**src/rtl/vec_writeback.sv**
```systemverilog
// ============================================================================
//  Module   : vec_writeback
//  Purpose  : Vector writeback stage. It writes ALU results directly and
//             assembles three 18-bit memory lanes before a single
//             register-file write. Optional macro WB_R15_BLOCK_EN suppresses
//             writes to r15 (PC).
//  Revision : 1.0 - initial release
// ============================================================================
`default_nettype none

module vec_writeback (
    input  logic        clk,
    input  logic        rst,
    input  logic        valid_m,
    input  logic        RegWriteM,
    input  logic        MemtoRegM,
    input  logic [3:0]  wa3m,
    input  logic [53:0] ALUResultM,
    output logic        ready_m,
    input  logic        mem_lane_valid,
    input  logic [17:0] mem_lane_data,
    output logic        RegWriteW,
    output logic [3:0]  wa3w,
    output logic [53:0] wd3
);

    typedef enum logic [1:0] {
        IDLE    = 2'd0,
        COLLECT = 2'd1,
        WRITE   = 2'd2
    } state_t;

    localparam logic [3:0] C_PC_ADDR = 4'b1111;

    state_t      r_state;
    state_t      w_next_state;
    logic [1:0]  r_cnt;
    logic [3:0]  r_addr;
    logic [17:0] r_lane0;
    logic [17:0] r_lane1;

    logic        w_mem_start;
    logic        w_lane_store;
    logic        w_last_lane;
    logic        w_wr_en;
    logic [3:0]  w_wr_addr;
    logic [53:0] w_wr_data;
    logic        w_blk_alu;
    logic        w_blk_mem;

`ifdef WB_R15_BLOCK_EN
    assign w_blk_alu = (wa3m == C_PC_ADDR);
    assign w_blk_mem = (r_addr == C_PC_ADDR);
`else
    assign w_blk_alu = 1'b0;
    assign w_blk_mem = 1'b0;
`endif

    assign ready_m = (r_state == IDLE);

    always_ff @(posedge clk or posedge rst) begin
        if (rst) begin
            r_state <= IDLE;
        end else begin
            r_state <= w_next_state;
        end
    end

    always_comb begin
        w_next_state = r_state;
        w_mem_start  = 1'b0;
        w_lane_store = 1'b0;
        w_last_lane  = 1'b0;
        w_wr_en      = 1'b0;
        w_wr_addr    = wa3m;
        w_wr_data    = ALUResultM;
        case (r_state)
            IDLE: begin
                if (valid_m && RegWriteM) begin
                    if (MemtoRegM) begin
                        w_mem_start  = 1'b1;
                        w_next_state = COLLECT;
                    end else begin
                        w_wr_en = ~w_blk_alu;
                    end
                end
            end
            COLLECT: begin
                if (mem_lane_valid) begin
                    w_lane_store = 1'b1;
                    // Lane 2 bypasses the buffer straight into the write data.
                    if (r_cnt == 2'd2) begin
                        w_last_lane  = 1'b1;
                        w_wr_en      = ~w_blk_mem;
                        w_wr_addr    = r_addr;
                        w_wr_data    = {mem_lane_data, r_lane1, r_lane0};
                        w_next_state = WRITE;
                    end
                end
            end
            WRITE: begin
                w_next_state = IDLE;
            end
            default: begin
                w_next_state = IDLE;
            end
        endcase
    end

    // RegWriteW is registered, so a write launched on the last lane is
    // visible exactly during the WRITE state cycle.
    always_ff @(posedge clk or posedge rst) begin
        if (rst) begin
            RegWriteW <= 1'b0;
            wa3w      <= 4'd0;
            wd3       <= 54'd0;
            r_addr    <= 4'd0;
            r_cnt     <= 2'd0;
            r_lane0   <= 18'd0;
            r_lane1   <= 18'd0;
        end else begin
            RegWriteW <= w_wr_en;
            if (w_wr_en) begin
                wa3w <= w_wr_addr;
                wd3  <= w_wr_data;
            end
            if (w_mem_start) begin
                r_addr <= wa3m;
                r_cnt  <= 2'd0;
            end
            if (w_lane_store) begin
                if (r_cnt == 2'd0) begin
                    r_lane0 <= mem_lane_data;
                end
                if (r_cnt == 2'd1) begin
                    r_lane1 <= mem_lane_data;
                end
                r_cnt <= w_last_lane ? 2'd0 : r_cnt + 2'd1;
            end
        end
    end

endmodule

`default_nettype wire

```
**config.mk**
```make
export PLATFORM = sky130hd
export DESIGN_NAME = vec_writeback
export DESIGN_NICKNAME = d
export VERILOG_FILES = /design/src/rtl/vec_writeback.sv
export SDC_FILE = /design/constraint.sdc
export NUM_CORES = 1
export LEC_CHECK = 0
export CORE_MARGIN = 4
export CORE_UTILIZATION = 43
export DETAILED_ROUTE_END_ITERATION = 7
export PLACE_DENSITY_LB_ADDON = 0.1
export SYNTH_ARGS = -nofsm -noshare
export SYNTH_HDL_FRONTEND = slang
export SYNTH_SLANG_ARGS = --single-unit
```
**constraint.sdc**
```tcl
create_clock -name clk -period 2.9 [get_ports clk]
set_input_delay 0.435 -clock clk [delete_from_list [all_inputs] [get_ports clk]]
set_output_delay 0.435 -clock clk [all_outputs]
set_load 0.01 [all_outputs]
```
==> results of run 1 <==
[power by group through the flow]
stage / Clock (mW) / Sequential [mW] / Combinational [mW]
finish: 0.881 / 2.56 / 2.54
global route: 0.969 / 2.64 / 2.75
CTS: 0.915 / 2.56 / 2.58
detailed placement: 0 / 2.58 / 2.57
global placement: 0 / 2.57 / 2.51
floorplan: 0 / 2.67 / 1.20
[worst max-delay path: cells and delay by family, from the launching register on]
kind          cells  cell delay (ns)
buf+inv           1             0.54
simple gates      1             0.12
flops             1             0.44
[per-layer routing]
layer / track usage / wire (µm) / part of all wire / vias up
met3: 0.0435 / 597 / 0.045 / 8
met1: 0.294 / 6090 / 0.46 / 1903
met5: 0 / 0 / 0 / -
met4: 0.0459 / 103 / 0.0078 / 0
li1: - / - / - / 1820
met2: 0.328 / 6450 / 0.49 / 102
[logic make-up (layout without fill, tap and decap cells)]
kind of cell    count (synthesis)  count (layout)
simple gates                  127             127
compound gates                115             115
flops                         103             103
mux                            44              44
buf+inv                        43             171
fa+ha+maj                       4               4
[synth_stat cells (all sizes together)]
| master | number |
|---|---|
| inv | 4 |
| nand2 | 4 |
| nand3b | 57 |
| o21ai | 57 |
| and2b | 1 |
| nand3 | 2 |
| nand4b | 2 |
| nand4bb | 1 |
| mux2 | 44 |
| clkbuf | 25 |
| dfrtp | 103 |
| ha | 4 |
| nor3 | 1 |
| and4bb | 1 |
| nor2 | 57 |
| a31o | 2 |
| buf | 14 |
| nor3b | 1 |
| a31oi | 56 |
[metrics by stage]
stage	std cells	hold WS [ns]
floorplan	436	0.475
global placement	688	0.489
detailed placement	688	0.495
CTS	704	0.519
global route	704	0.530
finish	704	0.518
[state kept, by name (all words and copies together), names as in the netlist]
| register | flops |
|---|---|
| r_lane0 | 18 |
| r_addr | 4 |
| RegWriteW | 1 |
| r_cnt | 2 |
| r_state | 2 |
| r_lane1 | 18 |
| wd3 | 54 |
| wa3w | 4 |
[worst max path at each step]
stage / to / depth (start not counted) / slack (ns)
global route: ready_m / 2 / 0.91
global placement: r_addr[3] / 5 / 0.69
detailed placement: r_addr[1] / 5 / 0.66
CTS: ready_m / 2 / 0.97
finish: ready_m / 2 / 1.00
floorplan: RegWriteW / 1 / 1.23
[final cells by class]
class,count,area (µm²),area share
sequential,103,2580,0.396
multi-input combinational,290,2030,0.313
timing repair buffer,151,1510,0.232
tap,140,175,0.0269
clock buffer,11,131,0.0202
clock inverter,5,58.8,0.00905
inverter,4,18.8,0.00289
==> flow_summary.yaml, run 1 <==
clock_tree:
  clk_pin_slew_ns: 0.10
  postCtsHoldBufs: 0
  cts.sinks: 103
  clockBufferDepth: 2
  postCtsSetupBuffers: 0
  cts_tree: "done"
  htreeDepth: 3
  cts_made_buffers: 9
  insertion_delay_ns: 0.35
  cts_root_buf: "clkbuf_8"
  cts_resized: 0
finish:
  layout-drive-gt1-share: 0.137
  synthToLayoutAreaGrowth_pct: 35.1
  final_nets: 645
  final_common_cell: "clkdlybuf4s50_1"
  design_area_um2: 6500
  utilization: 0.597
  fillers: 942
  diodes: 0
  layout_common_cells: "140 x clkdlybuf4s50_1, 103 x dfrtp_1, 57 x nand3b_1, 57 x nor2_1, 56 x a31oi_1"
power_and_ir_drop:
  power.total_mw: 5.98
  p_sw_frac: 0.321
  power.share.sequential: 0.428
  power_frac_comb: 0.425
  switching_power_mw: 1.92
  peakVddDrop_mv: 0.540
  power_leakage_nw: 2.67
  clockPowerShare: 0.147
  p_int_mw: 4.06
  power_density_nw_per_um2: 920
routing:
  first_iter_violations: 218
  wire_per_inst_um: 18.8
  drc: 0
  via_per_inst: 5.44
  wirelength_um: 13200
  drtPass1Iterations: 4
  vias: 3833
  ant_nets: 0
hold_path:
  min_from: "r_lane0[12]"
  min_to: "r_lane0[12]"
  hold_depth: 1
  min_path_type: "reg2reg"
global_routing:
  grt_max_degree: 77
  antenna_found_initial: 0
  grt_pass1_vias: 3891
  grt_pass1_wl_um: 21100
  grt_overflow: 0
  track_usage: 0.207
sta:
  relSlewSlack: 0.441
  worstMarginPinSlew_ns: 0.839
  fmax_mhz: 527
  fin_tns_setup_ns: 0
  post-route-period-util: 0.654
  fin_ws_ns: 1.00
  finClkSkew_ns: 0.0114
  rsz0062_at_grt: "false"
  hold_viol_final: 0
  period_needed_ns: 1.90
  setup_viol: 0
  final_max_slew_viol_count: 0
outcome:
  outcome: "complete, no violations"
synth:
  seq_area_frac_synth: 0.535
  synth_nets: 522
  yosys_warnings: 0
  synthAdderAreaFrac: 0.0104
  synth_compound_area_frac: 0.136
  syn_area_um2: 4810
  synth_top_family_by_area: "simple AND/OR/NAND/NOR gates"
  synth_xor_area_frac: 0
  synthCells: 436
  ys_ff_latch: 103
  muxShareOfSynthArea: 0.119
  yosys-top-cells-area: "dfrtp_1 54%, nand3b_1 8.9%, a31oi_1 7.3%"
  syn_avg_cell_area_um2: 11.0
  synth_top_area_share: 0.535
  yosysUniqueCellTypes: 25
  yosysTopAreaCell: "dfrtp_1"
  synth-simple-area-share: 0.157
critical_path:
  r2r_start: "r_state[0]"
  crit_chain: "nor2_1 > clkdlybuf4s50_1"
  r2r_end: "r_addr[2]"
  critPathArrivalTime_ns: 1.46
  critical-path-slowest-cell: "clkdlybuf4s50_1"
  worstPathMaxFanout: 7
  reg2reg_slack_ns: 1.08
  start_kind: "register"
  startpoint: "r_state[1]"
  max_stage_delay_ns: 0.54
  worstSetupPathType: "reg2out"
  endpoint_kind: "primary output"
  worst_r2r_path_depth: 4
  critical_path_required_ns: 2.47
die:
  dieArea_um2: 13000
  boundaryPins: 142
  fp.coreArea_um2: 10900
  die_w_um: 114
  die_h_um: 114
  initial_core_util: 0.442
  fp-row-count: 38
placement:
  dpl.hpwl_um: 9340
  placed_area_um2: 6310
  place.port_buffers: 141
  gp_congestion: 0.738
  place_ws_ns: 0.664
run:
  cap_viol_max_count: 0
Note: power is estimated with default switching activity, not from simulation.
==> run 2, diff against run 1 <==
--- a/config.mk
+++ b/config.mk
@@ -6,7 +6,7 @@
 export NUM_CORES = 1
 export LEC_CHECK = 0
 export CORE_MARGIN = 4
-export CORE_UTILIZATION = 43
+export CORE_UTILIZATION = 48
 export DETAILED_ROUTE_END_ITERATION = 7
 export PLACE_DENSITY_LB_ADDON = 0.1
 export SYNTH_ARGS = -nofsm -noshare
==> constraint.sdc (replaced) <==
create_clock -name clk -period 1.85 [get_ports clk]
set_input_delay 0.2775 -clock clk [delete_from_list [all_inputs] [get_ports clk]]
set_output_delay 0.2775 -clock clk [all_outputs]
set_load 0.01 [all_outputs]
==> run 2 against run 1 <==
Net effect:
- via count rose by 0.39%
- clock-buffer cell count fell by 2
- sequential share of layout area fell by 0.56 points
- sequential power rose by 57%
- utilization rose by 7.7 points
- sequential cell count did not move
- critical path type unchanged
- cell area rose by 1.4%
- global-route usage rose by 2.2 points
- critical path depth did not move
- first-iteration DRC count fell by 1.4%
- non-clock buffer count rose by 3
- register-to-register slack got worse by 0.98 ns
==> flow_summary.yaml, run 2 (synthesis results as in run 1) <==
placement:
  place.port_buffers: 141
  gp_congestion: 0.772
  dp.cells: 681
  place_ws_ns: -0.00609
  dpl.hpwl_um: 9050
  placed_area_um2: 6360
global_routing:
  grt_pass1_wl_um: 20800
  antenna_found_initial: 0
  grt_max_degree: 104
  track_usage: 0.228
  grt_pass1_vias: 3952
  grt_overflow: 0
critical_path:
  worstSetupPathType: "reg2out"
  critical-path-slowest-cell: "clkdlybuf4s50_1"
  critical_path_required_ns: 1.57
  crit_family: "buffers and inverters"
  worstPathMaxFanout: 7
  max_stage_delay_ns: 0.55
  endpoint_kind: "primary output"
  crit_chain: "nor2_1 > clkdlybuf4s50_1"
  reg2reg_slack_ns: 0.10
  start_kind: "register"
  path_buf_inv: 1
  critPathArrivalTime_ns: 1.50
finish:
  final_common_cell: "clkdlybuf4s50_1"
  layout_common_cells: "140 x clkdlybuf4s50_1, 103 x dfrtp_1, 57 x nand3b_1"
  layout-drive-gt1-share: 0.146
  reg_top3: "wd3 x54, r_lane0 x18, r_lane1 x18"
  synthToLayoutAreaGrowth_pct: 37.0
  design_area_um2: 6590
  multi_input_area_um2: 2040
  instances_no_fill: 700
  largest_reg_flops: 54
  diodes: 0
  utilization: 0.675
  top_register: "wd3"
  regArea_um2: 2580
  final_nets: 648
  fillers: 789
sta:
  hold_viol_final: 0
  final_max_slew_viol_count: 0
  fmax_mhz: 564
  hold-worst-slack_ns: 0.338
  fin_tns_setup_ns: 0
  period_needed_ns: 1.77
  setup_viol: 0
  post-route-period-util: 0.958
  relSlewSlack: 0.631
  rsz0062_at_grt: "false"
  worstMarginPinSlew_ns: 0.554
  fin_ws_ns: 0.0771
  finClkSkew_ns: 0.0122
routing:
  wire_per_inst_um: 18.7
  vias: 3848
  drc: 0
  wirelength_um: 13100
  first_iter_violations: 215
  drtPass1Iterations: 4
  via_per_inst: 5.50
  ant_nets: 0
clock_tree:
  postCtsHoldBufs: 0
  insertion_delay_ns: 0.37
  cts.sinks: 103
  cts_tree: "done"
  clockBufferDepth: 2
  cts_root_buf: "clkbuf_8"
  htreeDepth: 3
  clk_pin_slew_ns: 0.10
  cts_made_buffers: 9
die:
  fp-row-count: 36
  die_h_um: 108
  die_w_um: 108
  initial_core_util: 0.492
  dieArea_um2: 11700
  boundaryPins: 142
  fp.coreArea_um2: 9770
run:
  cap_viol_max_count: 0
power_and_ir_drop:
  power_leakage_nw: 2.71
  power_density_nw_per_um2: 1440
  peakVddDrop_mv: 0.687
  power.total_mw: 9.49
outcome:
  outcome: "complete, no violations"
hold_path:
  min_path_type: "in2reg"
run 2: cell types whose count changed in the layout (fill, tap and decap cells not counted), sizes merged:
cell    change
clkbuf      -2
buf         +3
inv         +2
run 2: area by class of cell:
type | instances | area share
Sequential cell | 103 | 0.391
Multi-Input combinational cell | 290 | 0.309
Timing Repair Buffer | 154 | 0.241
Tap cell | 133 | 0.0252
Clock buffer | 9 | 0.0188
Clock inverter | 7 | 0.0121
Inverter | 4 | 0.00285
run 2: where the power goes:
group / internal [mW] / total [mW] / switching (mW) / leakage (nW)
Combinational: 2.40 / 4.02 / 1.61 / 1.37
Clock: 0.640 / 1.45 / 0.810 / 0.0964
Sequential: 3.37 / 4.02 / 0.654 / 1.25
Total: 6.41 / 9.49 / 3.08 / 2.71
run 2: worst paths after layout:
check,start,end,cells past startpoint
worst min register to register,r_lane0[16],r_lane0[16],1
worst min-delay path,MemtoRegM,RegWriteW,2
max in group asynchronous,rst,wd3[5],3
worst max-delay path,r_state[0],ready_m,2
min in group asynchronous,rst,wd3[17],3
worst max register to register,r_cnt[0],wd3[45],7
run 2: per-layer routing:
metal / GRT usage / vias up / share of wire
li1: - / 1830 / -
met1: 0.321 / 1895 / 0.46
met2: 0.363 / 111 / 0.48
met3: 0.0406 / 12 / 0.053
met4: 0.0694 / 0 / 0.011
met5: 0 / - / 0
run 2: timing repair:
item                                    in CTS  in global routing
setup buffers                                0                  3
hold endpoints to repair                     0                  0
resized for setup                            0                  1
endpoints found under the setup margin       0                  2
==> run 3, diff against run 2 <==
==> constraint.sdc (replaced) <==
create_clock -name clk -period 1.85 [get_ports clk]
set_input_delay 0.2775 -clock clk [delete_from_list [all_inputs] [get_ports clk]]
set_output_delay 0.2775 -clock clk [all_outputs]
set_load 0.1 [all_outputs]
==> run 3 against run 2 <==
Net effect:
- first-iteration DRC count shrank 6.0%
- non-clock buffer count grew 5
- final cell count grew 0.71%
- cell area shrank 2.1%
- clock-buffer cell count is the same
- critical path depth grew 3
- critical path type is now reg2reg
- largest cell class unchanged
==> flow_summary.yaml, run 3 (synthesis results as in run 1) <==
outcome:
  outcome: "complete, no violations"
placement:
  place_ws_ns: 0.0747
  gp_congestion: 0.771
  place.port_buffers: 141
  dpl.hpwl_um: 8890
sta:
  worstMarginPinSlew_ns: 0.547
  fin_ws_ns: 0.157
  finClkSkew_ns: 0.0174
  period_needed_ns: 1.69
  relSlewSlack: 0.635
  rsz0062_at_grt: "false"
  hold_viol_final: 0
  setup_viol: 0
  fmax_mhz: 591
  final_max_slew_viol_count: 0
  fin_tns_setup_ns: 0
  post-route-period-util: 0.915
global_routing:
  grt_overflow: 0
  grt_pass1_vias: 3940
  grt_max_degree: 104
  grt_pass1_wl_um: 20200
  antenna_found_initial: 0
  track_usage: 0.221
die:
  die_w_um: 108
  dieArea_um2: 11700
  boundaryPins: 142
  initial_core_util: 0.492
  fp.coreArea_um2: 9770
  fp-row-count: 36
  die_h_um: 108
clock_tree:
  cts.sinks: 103
  clk_pin_slew_ns: 0.11
  cts_tree: "done"
  htreeDepth: 3
  insertion_delay_ns: 0.37
  clockBufferDepth: 2
  cts_root_buf: "clkbuf_8"
  cts_made_buffers: 9
  postCtsHoldBufs: 0
routing:
  via_per_inst: 5.62
  drtPass1Iterations: 4
  ant_nets: 0
  wirelength_um: 12700
  drc: 0
  first_iter_violations: 202
  vias: 3963
  wire_per_inst_um: 18.0
finish:
  largest_reg_flops: 54
  fillers: 788
  layout_common_cells: "103 x dfrtp_1, 80 x clkdlybuf4s50_1, 72 x buf_4"
  layout-drive-gt1-share: 0.259
  diodes: 0
  final_nets: 653
  synthToLayoutAreaGrowth_pct: 34.2
  reg_top3: "wd3 x54, r_lane0 x18, r_lane1 x18"
  top_register: "wd3"
  final_common_cell: "dfrtp_1"
critical_path:
  max_stage_delay_ns: 0.43
  critical-path-slowest-cell: "dfrtp_1"
  critical_path_required_ns: 2.12
  worstSetupPathType: "reg2reg"
  worstPathMaxFanout: 4
  worst_r2r_path_depth: 5
  start_kind: "register"
  cp.depth: 5
  crit_chain: "inv_1 > ha_1 > nand4b_1 > o21ai_1 > mux2_2"
  critPathArrivalTime_ns: 1.96
  endpoint_kind: "register"
  path_buf_inv: 1
  crit_family: "flip-flops"
hold_path:
  min_path_type: "in2async"
run:
  cap_viol_max_count: 0
-- run 3: cell types whose count changed in the layout (fill, tap and decap cells not counted), sizes merged --
| cell | before | now |
|---|---|---|
| clkdlybuf4s50 | 140 | 80 |
| clkinvlp | 3 | 2 |
| buf | 14 | 79 |
| inv | 5 | 6 |
-- run 3: worst register-to-register path, cell delays in order, from the launching register on --
cell and delay [ns]:
dfrtp_1 0.43, inv_1 0.12, ha_1 0.21, nand4b_1 0.23, o21ai_1 0.24, mux2_2 0.37
-- run 3: repair_timing --
action / 4_1_cts / 5_1_grt
setup buffers: 0 / 2
resized for setup: 0 / 1
hold endpoints to repair: 0 / 0
endpoints found under the setup margin: 0 / 9
-- run 3: path summary, 6_finish.rpt --
path	startpoint	end	slack, ns
worst min register to register	r_lane0[14]	r_lane0[14]	0.52
max in group asynchronous	rst	wd3[32]	1.04
min in group clk	MemtoRegM	wd3[34]	0.43
worst max-delay path	r_cnt[0]	wa3w[3]	0.16
worst max register to register	r_cnt[0]	wa3w[3]	0.16
worst min-delay path	rst	wa3w[1]	0.38
-- run 3: per-stage QoR --
step	cell area, µm²	utilization	cells	hold WS (ns)
floorplan	4820	-	436	0.426
finish	6460	0.661	705	0.376
CTS	6440	0.659	703	0.414
global placement	6240	0.638	687	0.490
global route	6460	0.661	705	0.433
detailed placement	6240	0.638	687	0.494
-- run 3: cell type report --
class / instances / area, µm² / share of cell area
clock inverters: 7 / 77.6 / 0.0120
well taps: 133 / 166 / 0.0258
clock buffers: 9 / 124 / 0.0192
multi-input cells: 290 / 2040 / 0.315
repair buffers: 159 / 1460 / 0.226
flip-flops and latches: 103 / 2580 / 0.399
inverters: 4 / 18.8 / 0.00291
-- run 3: routing by layer --
layer  wire length (µm)  track usage
met1               5560        0.311
met2               6110        0.345
met3                844       0.0579
met4                144       0.0559
met5                  0            0
Power of run 3 is left out: the tool's default activity adds up to more than one toggle a clock period on the data nets, which glitch-free logic cannot reach.
